[config.mk]
export PLATFORM = sky130hd
export DESIGN_NAME = rr_mux_arbiter_04
export DESIGN_NICKNAME = d
export VERILOG_FILES = /design/src/rtl/rr_mux_arbiter_04.sv
export SDC_FILE = /design/constraint.sdc
export NUM_CORES = 1
export LEC_CHECK = 0
export CAP_MARGIN = 20
export CELL_PAD_IN_SITES_DETAIL_PLACEMENT = 1
export CELL_PAD_IN_SITES_GLOBAL_PLACEMENT = 1
export CORE_ASPECT_RATIO = 0.75
export CORE_UTILIZATION = 27
export CTS_CLUSTER_SIZE = 40
export DETAILED_ROUTE_END_ITERATION = 16
export HOLD_SLACK_MARGIN = 0.15
export PLACE_DENSITY = 0.77
export REMOVE_ABC_BUFFERS = 1
export SETUP_SLACK_MARGIN = 0.4
export SKIP_LAST_GASP = 1
export SLEW_MARGIN = 20
export SYNTH_ARGS = -nofsm -noshare
export SYNTH_HDL_FRONTEND = slang
export SYNTH_SLANG_ARGS = --single-unit
[constraint.sdc]
create_clock -name clk -period 2 [get_ports clk]
set_input_delay 0.2 -clock clk [delete_from_list [all_inputs] [get_ports clk]]
set_output_delay 0.2 -clock clk [all_outputs]
set_load 0.02 [all_outputs]
[src/rtl/rr_mux_arbiter_04.sv]
// rr_mux_arbiter_04
// Four-way round-robin arbiter with a registered output mux. The block captures
// the winning requester's data word into a single output register and holds it
// until the sink accepts it. On an accepting cycle it can capture the next
// winner in the same cycle, so the output can carry one word per clock.
//
// Ports
//   clk    : rising-edge clock
//   rst    : asynchronous, active-high reset
//   req    : request vector (bit0=a, bit1=b, bit2=c, bit3=d)
//   a..d   : requester data words, WIDTH bits each
//   ready  : sink accepts out when valid is high
//   out    : registered data word of the granted requester
//   valid  : out holds a word that has not been accepted yet
//   sel    : index of the current or last granted requester
//   gnt    : one-hot pulse, high for one cycle after each capture
//
// state | meaning
// IDLE  | no word held; valid=0; waiting for an eligible request
// BUSY  | word held in out; valid=1; waiting for ready
module rr_mux_arbiter_04 #(
  parameter int WIDTH = 4
) (
  input  logic             clk,
  input  logic             rst,
  input  logic [3:0]       req,
  input  logic [WIDTH-1:0] a,
  input  logic [WIDTH-1:0] b,
  input  logic [WIDTH-1:0] c,
  input  logic [WIDTH-1:0] d,
  input  logic             ready,
  output logic [WIDTH-1:0] out,
  output logic             valid,
  output logic [1:0]       sel,
  output logic [3:0]       gnt
);

  typedef enum logic {IDLE, BUSY} state_t;

  state_t           state;
  logic [1:0]       last;
  logic [3:0]       elig;
  logic [1:0]       base;
  logic [1:0]       idx;
  logic [1:0]       win;
  logic             found;
  logic [WIDTH-1:0] win_word;

  // Masking with gnt stops a requester from being captured a second time
  // in the cycle where it sees its grant and has not yet dropped req.
  // On an accepting BUSY cycle, last is about to become sel, so the search
  // starts from sel to arbitrate from the updated pointer.
  always_comb begin
    elig  = req & ~gnt;
    base  = (state == BUSY) ? sel : last;
    found = 1'b0;
    win   = base;
    idx   = base;
    for (int k = 1; k <= 4; k++) begin
      idx = base + 2'(k);
      if (!found && elig[idx]) begin
        found = 1'b1;
        win   = idx;
      end
    end
  end

  always_comb begin
    case (win)
      2'd0:    win_word = a;
      2'd1:    win_word = b;
      2'd2:    win_word = c;
      default: win_word = d;
    endcase
  end

  always_ff @(posedge clk or posedge rst) begin
    if (rst) begin
      state <= IDLE;
      last  <= 2'd3;
      out   <= '0;
      valid <= 1'b0;
      sel   <= 2'd0;
      gnt   <= 4'b0000;
    end else begin
      gnt <= 4'b0000;
      case (state)
        IDLE: begin
          if (found) begin
            out   <= win_word;
            sel   <= win;
            gnt   <= 4'b0001 << win;
            valid <= 1'b1;
            state <= BUSY;
          end
        end
        BUSY: begin
          if (ready) begin
            last <= sel;
            if (found) begin
              out   <= win_word;
              sel   <= win;
              gnt   <= 4'b0001 << win;
              valid <= 1'b1;
              state <= BUSY;
            end else begin
              valid <= 1'b0;
              state <= IDLE;
            end
          end
        end
        default: begin
          state <= IDLE;
          valid <= 1'b0;
        end
      endcase
    end
  end

endmodule

# Word-level counts from Yosys, hierarchy flattened

Cells that the tools add are included.

Register bits: 14
Latch bits: 0
RAM bits: 0
Memory bits (read-only): 0
Input port bits: 23
Output and inout bits: 11
Word-level logic and storage cells: 63
Memories kept: 0

$add $sub $neg: 3
Multipliers: 0
Div/mod/pow operators: 0
Magnitude comparators: 4
Equal/unequal tests: 4
Shifts and indexed selects: 1
Multiplexer cells: 33
Bitwise logic cells: 3
Reduce and logical (&&, ||, !) cells: 9

Operators with widths:

| cell                                                                          | number |
|---|---|
| 4-bit 2-to-1 mux                                                              | 4 |
| 4-bit case mux with 2 select lines                                            | 2 |
| 2-bit 2-to-1 mux                                                              | 7 |
| 2-bit by 3-bit less-than comparator with 1-bit output (second input constant) | 4 |
| 1-bit 2-to-1 mux                                                              | 12 |
| 4-bit case mux with 3 select lines                                            | 1 |
| 1-bit binary-select mux with 2-bit select                                     | 4 |
| 2-bit adder (second input constant)                                           | 2 |
| 4-bit AND                                                                     | 1 |
| 2-bit inequality test (second input constant)                                 | 2 |
| 4-bit inverter                                                                | 1 |
| 1-bit case mux with 2 select lines                                            | 2 |
| 2-bit case mux with 2 select lines                                            | 1 |
| 2-bit AND reduction                                                           | 2 |
| 1-bit by 2-bit << shifter with 4-bit output (first input constant)            | 1 |
| 1-bit logical AND                                                             | 3 |
| 1-bit zero test                                                               | 3 |
| 2-bit by 1-bit adder with 2-bit output (second input constant)                | 1 |
| 2-bit by 1-bit equality test with 1-bit output (second input constant)        | 1 |
| 2-bit equality test (second input constant)                                   | 1 |
| 2-bit zero test                                                               | 1 |
| 1-bit inverter                                                                | 1 |

# Logic depth before layout (Yosys ltp)

Gate-level depths: netlist of the first run.

Depth after elaboration: 19
Mapped depth: 6
Mapped depth without buffers: 6

# Worst setup path before layout of the first run

OpenSTA, ideal clock, no wires.

Path type: register to register
Start: register sel[0]
End: register out[3]
Library setup time: 0.137 ns
Data arrival time: 1.826 ns
Data required time: 1.863 ns
Path slack: 0.037 ns
Cell stages (with the launch flop): 7
Buffers on the path: 0
Period minus slack after synthesis: 1.963 ns
Path through: dfrtp_1 -> mux2_4 -> and3_4 -> or3_4 -> nor2_8 -> mux2i_1 -> o221ai_1

Word-level cells in the longest chain between the ends: 19
Elaborated cells on any way between the ends: 33
Those cells by class: add/sub: 3; eq/ne: 2; mux: 21; reduce/logical: 7

RTL lines:

| what                                              | line    | RTL |
|---|---|---|
| from (decl)                                       | 34      | `output logic [1:0] sel,` |
| from (signal assigned)                            | 91      | `sel <= win;` |
| from (signal assigned)                            | 102     | `sel <= win;` |
| 2-bit 2-to-1 mux (*)                              | 55      | `base = (state == BUSY) ? sel : last;` |
| 2-bit by 1-bit adder with 2-bit output            | 60      | `idx = base + 2'(k);` |
| 1-bit binary-select mux with 2-bit select         | 61      | `if (!found && elig[idx]) begin` |
| 1-bit 2-to-1 mux (not written as such)            | 61      |  |
| 1-bit 2-to-1 mux                                  | 61      |  |
| 1-bit zero test                                   | 61      |  |
| 1-bit logical AND                                 | 61      |  |
| 1-bit 2-to-1 mux                                  | 61      |  |
| (+3 left out)                                     | n/a     |  |
| 1-bit zero test                                   | 61      |  |
| 1-bit logical AND                                 | 61      |  |
| 2-bit 2-to-1 mux                                  | 61      |  |
| 2-bit equality test, or another cell as far along | 69      | `case (win)` |
| 4-bit case mux with 3 select lines                | 69      |  |
| 4-bit 2-to-1 mux (*)                              | 89, 100 |  |
| 4-bit 2-to-1 mux                                  | 98      | `if (ready) begin` |
| 4-bit case mux with 2 select lines (*)            | 87      | `case (state)` |
| to (signal assigned)                              | 90      | `out <= win_word;` |
| to (signal assigned)                              | 101     | `out <= win_word;` |
| to (decl)                                         | 32      | `output logic [WIDTH-1:0] out,` |

Mark *: on every way between the ends. The rest lies on a longest branch, timed or not. The select of a mux whose other input is x is not followed.
A chain may end at the register's enable or synchronous reset.

# Worst setup path after layout of the first run

Start: register state
End: register out[3]

Word-level cells in the longest chain between the ends: 19
Elaborated cells on any way between the ends: 35
Those cells by class: add/sub: 3; eq/ne: 3; mux: 21; bitwise: 1; reduce/logical: 7

RTL lines:

| what                                              | line    | RTL |
|---|---|---|
| from (decl)                                       | 40      | `state_t state;` |
| from (signal assigned)                            | 79      | `state <= IDLE;` |
| from (signal assigned)                            | 94      | `state <= BUSY;` |
| from (signal assigned)                            | 105     | `state <= BUSY;` |
| 2-bit 2-to-1 mux                                  | 55      |  |
| 2-bit by 1-bit adder with 2-bit output            | 60      |  |
| 1-bit binary-select mux with 2-bit select         | 61      |  |
| 1-bit 2-to-1 mux (not written as such)            | 61      |  |
| 1-bit 2-to-1 mux                                  | 61      |  |
| 1-bit zero test                                   | 61      |  |
| 1-bit logical AND                                 | 61      |  |
| 1-bit 2-to-1 mux                                  | 61      |  |
| (+3 left out)                                     | n/a     |  |
| 1-bit zero test                                   | 61      |  |
| 1-bit logical AND                                 | 61      |  |
| 2-bit 2-to-1 mux                                  | 61      |  |
| 2-bit equality test, or another cell as far along | 69      |  |
| 4-bit case mux with 3 select lines                | 69      |  |
| 4-bit 2-to-1 mux                                  | 89, 100 |  |
| 4-bit 2-to-1 mux                                  | 98      |  |
| 4-bit case mux with 2 select lines                | 87      |  |

Parallel ways exist; a longest one is shown, timed or not. The select of a mux whose other input is x is not followed.

==> results.txt, run 1 <==
----------------------------------------------------
[Run status]
  Outcome ... finished, violations left
  Violations in the final reports ... negative setup slack

[Timing]
  Max Clk Rate ... 0.490 GHz
  Normalized max-slew margin ... 61.8%
  Count of endpoints failing setup in the final report ... 3
  Slew of the pin with the lowest slew margin ... 0.572 ns
  Accumulated negative setup slack ... -0.0582 ns
  Count of endpoints failing hold in the final timing report ... 0
  RSZ-0062 raised after global routing ... yes
  Final setup margin ... -0.0411 ns
  Final slew viol count ... 0
  Final period util ... 102%
  Worst Skew ... roughly 0.00067 ns
  Minimum clock period ... ~2.0 ns

[Drt]
  Number of DRC markers after the initial detailed-route iteration ... 13
  Total vias in the final route ... 805
  Avg Vias per Cell ... a little under 5
  DRC violations left ... 0
  Avg WL per Cell ... between 15 and 20 um
  Detailed Routing Iterations Pass 1 ... 2
  Final WL ... approximately 2600 um
  Antenna viol nets, final ... 0

[Clocking]
  Reg clk slew, reported paths ... approximately 0.060 ns
  Post-CTS Hold Buffers ... 0
  Total clock buffers created by CTS ... 3
  Root buffer selected by CTS ... sky130_fd_sc_hd__clkbuf_8
  Total clock sinks ... 14
  H-tree depth ... 1
  CTS tree ... done
  Clock latency on the worst-skew pair ... 0.25 ns
  Max Buffers Root-to-Sink ... 2

[Setup path]
  Crit path kind ... reg2reg
  Bufs and invs on worst path ... 0
  Crit path max-delay family ... simple AND/OR/NAND/NOR gates
  Capturing element type of the critical path ... flop
  Slowest-stage cell, CP ... sky130_fd_sc_hd__dfrtp_2
  Slowest Stage Delay on Critical Path ... about 0.44 ns
  Critical path fanouts, max ... 7
  CP required ... around 2.1 ns
  Critical path, cell by cell ... mux2_4 > and3_4 > or3_4 > nor2_8 > mux2i_1 > o221ai_1
  Kind of start point of the critical path ... flop
  Arrival @ worst endpoint ... roughly 2.2 ns

[Place]
  PortBufs ... 33
  Routability Congestion ... approximately 0.74
  Pre-CTS setup slack ... -0.0535 ns
  Instance area at placement ... between 1000 and 1500 sq um
  Post-DP HPWL ... around 2000 um

[Synthesis]
  Cell area after synthesis ... ~820 sq um
  Number of flip-flops and latches in the synthesized netlist ... 14
  Cell count after synthesis ... 83
  Sequential-to-total area share from yosys stat ... between 40% and 50%
  Synth warnings ... 0
  Avg Inst Size Synth ... 9.83 sq um
  Post-synthesis cell type count ... 30

[Layout]
  Area taken by multi-input logic gates ... approximately 510 sq um
  Area Growth Syn to Fin ... 69.6%
  Storage cell area ... approximately 350 sq um
  Final design area excluding fillers ... about 1400 sq um
  Antenna Cells ... 0
  Final cell utilization of the core ... around half
  Fraction of layout instances using a drive strength above 1 ... approximately a quarter
  Top library cells by usage in the layout, fill and taps aside ... sky130_fd_sc_hd__clkdlybuf4s50_1, sky130_fd_sc_hd__nand2_1, sky130_fd_sc_hd__dfrtp_1
  Fill count ... 289
  Net count reported at finish ... 154
  Leading cell type in the layout, fill and taps excluded ... sky130_fd_sc_hd__clkdlybuf4s50_1

[GRT]
  Number of global-route vias before repair ... roughly 900
  Global-route total usage across every layer ... about 17%
  Global-route wire length before repair ... 4130 um
  Remaining global-route overflow ... 0
  Number of antenna violations at the first check in global routing ... 0
  Maximum number of pins on one net before global-route repair ... 15

[Floorplanning]
  Die outline area ... between 3000 and 4000 sq um
  Ports ... 34
  Initial Util ... ~30%
  Vertical die dimension ... just under 50 um
  X dimension of the die ... about 65 um
  Cell row count ... 16
  Floorplan Core Area ... between 2000 and 3000 sq um

[Flow run]
  Count of maximum capacitance violations ... 0

[Power and ir drop]
  Power per cell area ... roughly 1500 nW/um^2
  Worst ir drop on vdd ... ~650 uV
  Overall Power ... 2.11 mW
  Leakage power summed over all cells ... slightly below 0.6 nW

[Worst hold path]
  Hold Crit Class ... in2async

----------------------------------------------------
## stage by stage
stage,cells,hold slack (ns)
2_1_floorplan,83,0.0878
3_3_place_gp,159,0.486
3_5_place_dp,159,0.492
4_1_cts,165,0.331
5_1_grt,166,0.363
6_report,166,0.306
## registers in the layout, summed over array words and instances, names as in the netlist
| signal | flops |
|---|---|
| last | 2 |
| state | 1 |
| out | 4 |
| valid | 1 |
| gnt | 4 |
| sel | 2 |
## layout make-up
| cell class | instances | area share [%] |
|---|---|---|
| Sequential cell | 14 | 25.6 |
| Clock buffer | 4 | 3.98 |
| Timing Repair Buffer | 43 | 29.8 |
| Multi-Input combinational cell | 67 | 36.8 |
| Inverter | 2 | 0.542 |
| Tap cell | 36 | 3.25 |
## worst paths after layout
path                         from  slack, ns     end  cells after the start
min                           rst       0.31  sel[1]                      2
max                         state      -0.04  out[3]                      6
min reg2reg                out[1]       0.50  out[1]                      2
max reg2reg                 state      -0.04  out[3]                      6
max in group asynchronous     rst       1.29   state                      2
min in group clk           out[1]       0.50  out[1]                      2
## power breakdown
part	switching (mW)	internal, mW
sequential	0.0765	0.418
clock	0.116	0.175
combinational	0.657	0.670
total	0.850	1.26
## per-layer routing
layer	up-vias	track usage (%)	part of all wire, %
met2	23	27.7	46
met4	0	6.16	1.5
li1	393	-	-
met1	382	21.3	46
met3	7	6.02	5.8
met5	-	0	0
## synth_stat cells
library cell / instances / share of area, %
sky130_fd_sc_hd__nor3_1: 3 / 1.8
sky130_fd_sc_hd__and2_1: 1 / 0.77
sky130_fd_sc_hd__o221ai_1: 1 / 1.1
sky130_fd_sc_hd__mux2_2: 2 / 2.8
sky130_fd_sc_hd__dfrtp_1: 12 / 37
sky130_fd_sc_hd__and3_1: 2 / 1.5
sky130_fd_sc_hd__a21oi_1: 2 / 1.2
sky130_fd_sc_hd__or2_2: 1 / 0.77
sky130_fd_sc_hd__or3_4: 1 / 1.4
sky130_fd_sc_hd__mux2_4: 2 / 3.7
sky130_fd_sc_hd__nand3_1: 3 / 1.8
sky130_fd_sc_hd__o21a_1: 1 / 0.92
sky130_fd_sc_hd__nor2b_1: 2 / 1.5
sky130_fd_sc_hd__mux2i_1: 7 / 8.6
sky130_fd_sc_hd__nor2_2: 1 / 0.77
sky130_fd_sc_hd__or2b_1: 1 / 0.92
sky130_fd_sc_hd__nand4_1: 1 / 0.77
sky130_fd_sc_hd__o21ai_0: 1 / 0.61
sky130_fd_sc_hd__nand2b_1: 4 / 3.1
sky130_fd_sc_hd__nand2_1: 13 / 6.0
sky130_fd_sc_hd__o211ai_1: 3 / 2.8
sky130_fd_sc_hd__dfstp_2: 2 / 6.4
sky130_fd_sc_hd__a221oi_1: 1 / 1.1
sky130_fd_sc_hd__o21ai_1: 3 / 1.8
sky130_fd_sc_hd__a211o_1: 3 / 3.2
sky130_fd_sc_hd__o22ai_1: 1 / 0.77
sky130_fd_sc_hd__and3_4: 1 / 1.4
sky130_fd_sc_hd__inv_1: 2 / 0.92
sky130_fd_sc_hd__nor2_8: 1 / 2.5
sky130_fd_sc_hd__nor2_1: 5 / 2.3
## repair_timing
action | in CTS | in global routing
pin swaps | 2 | 6
setup endpoints to repair | 10 | 10
buffers inserted | 2 | 1
resized for setup | 7 | 7
## cell families after synthesis
group                  Yosys count  synth area share (%)
DFF                             14                  43.3
muxes                           11                  15.0
buffers and inverters            2                 0.921
AOI/OAI and AO/OA               16                  13.5
and+or+nand+nor                 40                  27.3
Power figures use the tool's default switching activity.
==> run 2, diff against run 1 <==
Settings changed: CORE_UTILIZATION 27 to 28, CTS_BUF_LIST from default to sky130_fd_sc_hd__clkbuf_4 sky130_fd_sc_hd__clkbuf_8, PLACE_DENSITY 0.77 to 0.79.
Clock period 2 ns to 1.72 ns, I/O delays scaled along.
==> results.txt, run 2 (same netlist as run 1, synthesis figures left out) <==
----------------------------------------------------
[Clocking]
  Root buffer selected by CTS ... sky130_fd_sc_hd__clkbuf_8
  Total clock buffers created by CTS ... 3
  CTS tree ... done
  Post-CTS Hold Buffers ... 0
  Max Buffers Root-to-Sink ... 2
  Total clock sinks ... 14
  Reg clk slew, reported paths ... 0.06 ns
  H-tree depth ... 1
  Clock latency on the worst-skew pair ... between 0.2 and 0.3 ns

[Setup path]
  Critical path fanouts, max ... 3
  Kind of start point of the critical path ... flop
  Capturing element type of the critical path ... flop
  Arrival @ worst endpoint ... ~2.1 ns
  Crit path kind ... reg2reg
  Slowest-stage cell, CP ... sky130_fd_sc_hd__dfrtp_1
  Critical path, cell by cell ... mux2_4 > and3_4 > or3_4 > buf_4 > o21ai_2 > a211o_1 > o211ai_1
  CP required ... between 1.5 and 2 ns
  Slowest Stage Delay on Critical Path ... roughly 0.42 ns
  Crit path max-delay family ... simple AND/OR/NAND/NOR gates
  Bufs and invs on worst path ... 1

[Place]
  Pre-CTS setup slack ... -0.315 ns
  Instance area at placement ... about 1300 sq um
  Cells after DPL ... 167
  Post-DP HPWL ... 1980 um
  Routability Congestion ... approximately 0.82
  PortBufs ... 33

[Run status]
  Outcome ... finished, violations left
  Violations in the final reports ... negative setup slack

[Layout]
  Leading cell type in the layout, fill and taps excluded ... sky130_fd_sc_hd__clkdlybuf4s50_1
  Fill count ... 315
  Area Growth Syn to Fin ... 78.4%
  Fraction of layout instances using a drive strength above 1 ... around a third
  Top flop regs ... gnt: 4 flops, out: 4 flops
  Post-route non-filler standard cell count ... between 150 and 200
  Final cell utilization of the core ... 54.2%
  Top library cells by usage in the layout, fill and taps aside ... sky130_fd_sc_hd__clkdlybuf4s50_1, sky130_fd_sc_hd__buf_4, sky130_fd_sc_hd__nand2_1
  Antenna Cells ... 0
  Storage cell area ... about 350 sq um
  Net count reported at finish ... 163
  Area taken by multi-input logic gates ... between 500 and 600 sq um
  Final design area excluding fillers ... roughly 1500 sq um

[Drt]
  DRC violations left ... 0
  Antenna viol nets, final ... 0
  Avg Vias per Cell ... 4.93
  Total vias in the final route ... about 860
  Avg WL per Cell ... 15.6 um
  Detailed Routing Iterations Pass 1 ... 4
  Final WL ... between 2000 and 3000 um
  Number of DRC markers after the initial detailed-route iteration ... 16

[Timing]
  Final period util ... 116%
  Normalized max-slew margin ... between 60 and 70%
  Max Clk Rate ... between 0.5 and 0.6 GHz
  Slew of the pin with the lowest slew margin ... between 0.5 and 0.6 ns
  Count of endpoints failing setup in the final report ... 9
  Count of endpoints failing hold in the final timing report ... 0
  Final setup margin ... -0.278 ns
  Worst Skew ... about 0.0043 ns
  RSZ-0062 raised after global routing ... yes
  Final slew viol count ... 0
  Minimum clock period ... between 1.5 and 2 ns

[Floorplanning]
  Ports ... 34
  Die outline area ... around 3100 sq um
  Initial Util ... around 30%
  Vertical die dimension ... 48.7 um
  Cell row count ... 16
  X dimension of the die ... between 60 and 70 um
  Floorplan Core Area ... roughly 2700 sq um

[GRT]
  Global-route total usage across every layer ... about a fifth
  Number of global-route vias before repair ... 947
  Number of antenna violations at the first check in global routing ... 0
  Global-route wire length before repair ... between 4000 and 5000 um
  Maximum number of pins on one net before global-route repair ... 15
  Remaining global-route overflow ... 0

[Flow run]
  Count of maximum capacitance violations ... 0

[Power and ir drop]
  Worst ir drop on vdd ... 568 uV
  Leakage power summed over all cells ... between 0.6 and 0.7 nW
  Power per cell area ... ~1700 nW/um^2

[Worst hold path]
  Hold Crit Class ... in2async

----------------------------------------------------
-- run 2: changes by cell type in the layout (fill, tap and decap cells not counted), sizes merged --
| cell | before | now |
|---|---|---|
| clkdlybuf4s50 | 33 | 22 |
| clkdlybuf4s15 | 0 | 1 |
| dlygate4sd2 | 0 | 10 |
| buf | 10 | 19 |
-- run 2: path summary, 6_finish.rpt --
| kind | startpoint | slack [ns] | depth (start not counted) | endpoint |
|---|---|---|---|---|
| worst max-delay path | state | -0.28 | 7 | out[0] |
| worst max register to register | state | -0.28 | 7 | out[0] |
| worst min-delay path | rst | 0.26 | 2 | gnt[1] |
| min in group clk | out[0] | 0.49 | 2 | out[0] |
| max in group asynchronous | rst | 1.09 | 2 | last[1] |
| worst min register to register | out[0] | 0.49 | 2 | out[0] |
-- run 2: timing repair --
| action | in CTS | in global routing |
|---|---|---|
| pin swaps | 5 | 5 |
| setup endpoints to repair | 22 | 12 |
| setup buffers | 3 | 1 |
| gates resized for setup | 19 | 10 |
| hold endpoints to repair | 0 | 0 |
-- run 2: metal layers --
layer,up-vias,share of wire (%),track usage (%)
met5,-,0,0
met4,0,2.8,9.63
met3,9,4.4,2.59
met2,30,47,33.5
met1,412,46,25.1
li1,411,-,-
-- run 2: area by class of cell --
cell class              instances  share of cell area [%]
multi-input cells              67                    36.7
repair buffers                 52                    31.6
flip-flops and latches         14                    24.2
clock buffers                   4                    3.78
well taps                      36                    3.10
inverters                       2                   0.516
-- run 2: worst register-to-register path: stages, from the launching register on --
cell	delay, ns
sky130_fd_sc_hd__dfrtp_1	0.42
sky130_fd_sc_hd__mux2_4	0.33
sky130_fd_sc_hd__and3_4	0.18
sky130_fd_sc_hd__or3_4	0.42
sky130_fd_sc_hd__buf_4	0.16
sky130_fd_sc_hd__o21ai_2	0.12
sky130_fd_sc_hd__a211o_1	0.16
sky130_fd_sc_hd__o211ai_1	0.09
-- run 2: power by group --
| part | internal (mW) | total (mW) | switching [mW] |
|---|---|---|---|
| logic | 0.762 | 1.55 | 0.787 |
| clock network | 0.203 | 0.326 | 0.123 |
| registers | 0.486 | 0.583 | 0.0974 |
| total | 1.45 | 2.46 | 1.01 |
-- run 2: metrics by stage --
stage          total power, mW  hold slack (ns)  setup TNS (ns)
5_1_grt                   2.62            0.336           -2.46
6_report                  2.46            0.260           -1.88
4_1_cts                   2.37            0.287           -1.96
2_1_floorplan             1.35           0.0598          -0.968
3_3_place_gp              1.94            0.483           -1.52
3_5_place_dp              1.99            0.492           -2.02
==> run 3, diff against run 2 <==
Settings changed: CTS_CLUSTER_DIAMETER from default to 150, SETUP_SLACK_MARGIN 0.4 to default.
==> results.txt, run 3 (same netlist as run 1, synthesis figures left out) <==
----------------------------------------------------
[Drt]
  Avg Vias per Cell ... roughly 5
  Total vias in the final route ... between 800 and 900
  Final WL ... 2820 um
  DRC violations left ... 0
  Detailed Routing Iterations Pass 1 ... 4
  Antenna viol nets, final ... 0
  Number of DRC markers after the initial detailed-route iteration ... 30
  Avg WL per Cell ... 16.3 um

[Flow run]
  Count of maximum capacitance violations ... 0

[Timing]
  Count of endpoints failing setup in the final report ... 9
  RSZ-0062 raised after global routing ... yes
  Slew of the pin with the lowest slew margin ... between 0.5 and 0.6 ns
  Count of endpoints failing hold in the final timing report ... 0
  Final period util ... 116%
  Normalized max-slew margin ... 61.9%
  Final slew viol count ... 0
  Smallest hold slack ... 0.277 ns
  Minimum clock period ... around 2 ns
  Final setup margin ... -0.283 ns
  Worst Skew ... roughly 0.0029 ns
  Accumulated negative setup slack ... -2.02 ns
  Max Clk Rate ... between 0.4 and 0.5 GHz

[Power and ir drop]
  Power per cell area ... 1740 nW/um^2
  Leakage power summed over all cells ... 0.612 nW
  Worst ir drop on vdd ... roughly 670 uV

[GRT]
  Most congested layer reported by global routing ... met2
  Remaining global-route overflow ... 0
  Maximum number of pins on one net before global-route repair ... 15
  Global-route wire length before repair ... around 4600 um
  Global-route total usage across every layer ... roughly a fifth
  GR Layer Usage met3 ... 2.59%
  GR Layer Usage met2 ... 32.6%
  Number of global-route vias before repair ... 966
  Number of antenna violations at the first check in global routing ... 0
  Met1 usage ... ~25%

[Layout]
  Leading cell type in the layout, fill and taps excluded ... sky130_fd_sc_hd__clkdlybuf4s50_1
  Top flop regs ... gnt: 4 flops, out: 4 flops
  Area Growth Syn to Fin ... 73.9%
  Antenna Cells ... 0
  Fill count ... 320
  Top library cells by usage in the layout, fill and taps aside ... sky130_fd_sc_hd__clkdlybuf4s50_1, sky130_fd_sc_hd__buf_4, sky130_fd_sc_hd__nand2_1
  Net count reported at finish ... around 160
  Fraction of layout instances using a drive strength above 1 ... roughly 28%
  Final cell utilization of the core ... 52.9%

[Setup path]
  Startpoint of the worst-slack reg-to-reg timing path ... state
  Crit path kind ... reg2reg
  Arrival @ worst endpoint ... 2.16 ns
  Kind of start point of the critical path ... flop
  Slowest Stage Delay on Critical Path ... 0.42 ns
  Bufs and invs on worst path ... 1
  Crit path max-delay family ... multiplexers
  Critical path fanouts, max ... 4
  Slowest-stage cell, CP ... sky130_fd_sc_hd__dfrtp_1
  Capturing element type of the critical path ... flop
  Launch point of the critical path ... state
  CP required ... 1.88 ns
  Critical path, cell by cell ... mux2_4 > buf_4 > mux2i_2 > or2_2 > nand3_1 > a211o_1 > o211ai_1

[Clocking]
  Total clock buffers created by CTS ... 3
  Clock latency on the worst-skew pair ... 0.25 ns
  H-tree depth ... 1
  Reg clk slew, reported paths ... 0.06 ns
  Total clock sinks ... 14
  Root buffer selected by CTS ... sky130_fd_sc_hd__clkbuf_8
  Post-CTS Hold Buffers ... 0
  Max Buffers Root-to-Sink ... 2
  CTS tree ... done

[Floorplanning]
  Cell row count ... 16
  Ports ... 34
  Vertical die dimension ... around 50 um
  Die outline area ... between 3000 and 4000 sq um
  Floorplan Core Area ... about 2700 sq um
  Initial Util ... 30.4%
  X dimension of the die ... about 64 um

[Run status]
  Violations in the final reports ... negative setup slack
  Outcome ... finished, violations left

[Worst hold path]
  Hold Crit Class ... in2async

[Place]
  PortBufs ... 33
  Post-DP HPWL ... around 2000 um
  Routability Congestion ... 0.824

----------------------------------------------------
[run 3: cell types whose count changed in the layout (fill, tap and decap cells not counted), moves of 2 or more]
cell                              previous run  this run
sky130_fd_sc_hd__nand2b_1                    1         4
sky130_fd_sc_hd__buf_4                      19        17
sky130_fd_sc_hd__nand2b_4                    3         0
sky130_fd_sc_hd__dlygate4sd2_1              10         0
sky130_fd_sc_hd__clkdlybuf4s50_1            22        33
[run 3: repair_timing]
item	in CTS	in global routing
pin swaps	4	4
resized for setup	2	7
setup buffers	2	0
setup endpoints to repair	9	10
[run 3: routing by layer]
layer | part of all wire, % | up-vias | wire length (um)
met5 | 0 | - | 0
met4 | 3.5 | 0 | 100
met3 | 4.5 | 10 | 127
met2 | 46 | 32 | 1310
met1 | 45 | 409 | 1280
li1 | - | 408 | -
[run 3: worst reg2reg max path: stages, from the launching register on]
cell and delay, ns:
sky130_fd_sc_hd__dfrtp_1 0.42, sky130_fd_sc_hd__mux2_4 0.34, sky130_fd_sc_hd__buf_4 0.17, sky130_fd_sc_hd__mux2i_2 0.31, sky130_fd_sc_hd__or2_2 0.21, sky130_fd_sc_hd__nand3_1 0.09
sky130_fd_sc_hd__a211o_1 0.28, sky130_fd_sc_hd__o211ai_1 0.10
[run 3: layout make-up]
type	count	area (sq um)	area share [%]
multi-input combinational	67	500	35.3
timing repair buffer	50	458	32.3
sequential	14	353	24.9
clock buffer	4	55.1	3.88
tap	36	45.0	3.17
inverter	2	7.51	0.529
[run 3: final timing paths]
path                            cells past startpoint       to  slack (ns)
min in group clk                                    2   out[0]        0.50
worst max-delay path                                7   out[2]       -0.28
max in group asynchronous                           2  last[1]        1.07
worst min-delay path                                2   gnt[1]        0.28
worst min register to register                      2   out[0]        0.50
worst max register to register                      7   out[2]       -0.28
[run 3: power breakdown]
group,internal [mW],total (mW),switching [mW],leakage [nW]
clock network,0.203,0.325,0.122,0.0288
logic,0.787,1.56,0.777,0.418
registers,0.486,0.582,0.0960,0.166
[run 3: through the flow]
stage / cell area [sq um] / setup slack (ns) / power, mW / std cells
floorplan: 816 / -0.243 / 1.35 / 83
global placement: 1300 / -0.235 / 1.94 / 167
detailed placement: 1300 / -0.315 / 1.99 / 167
CTS: 1380 / -0.282 / 2.37 / 173
global route: 1420 / -0.347 / 2.62 / 173
finish: 1420 / -0.283 / 2.47 / 173
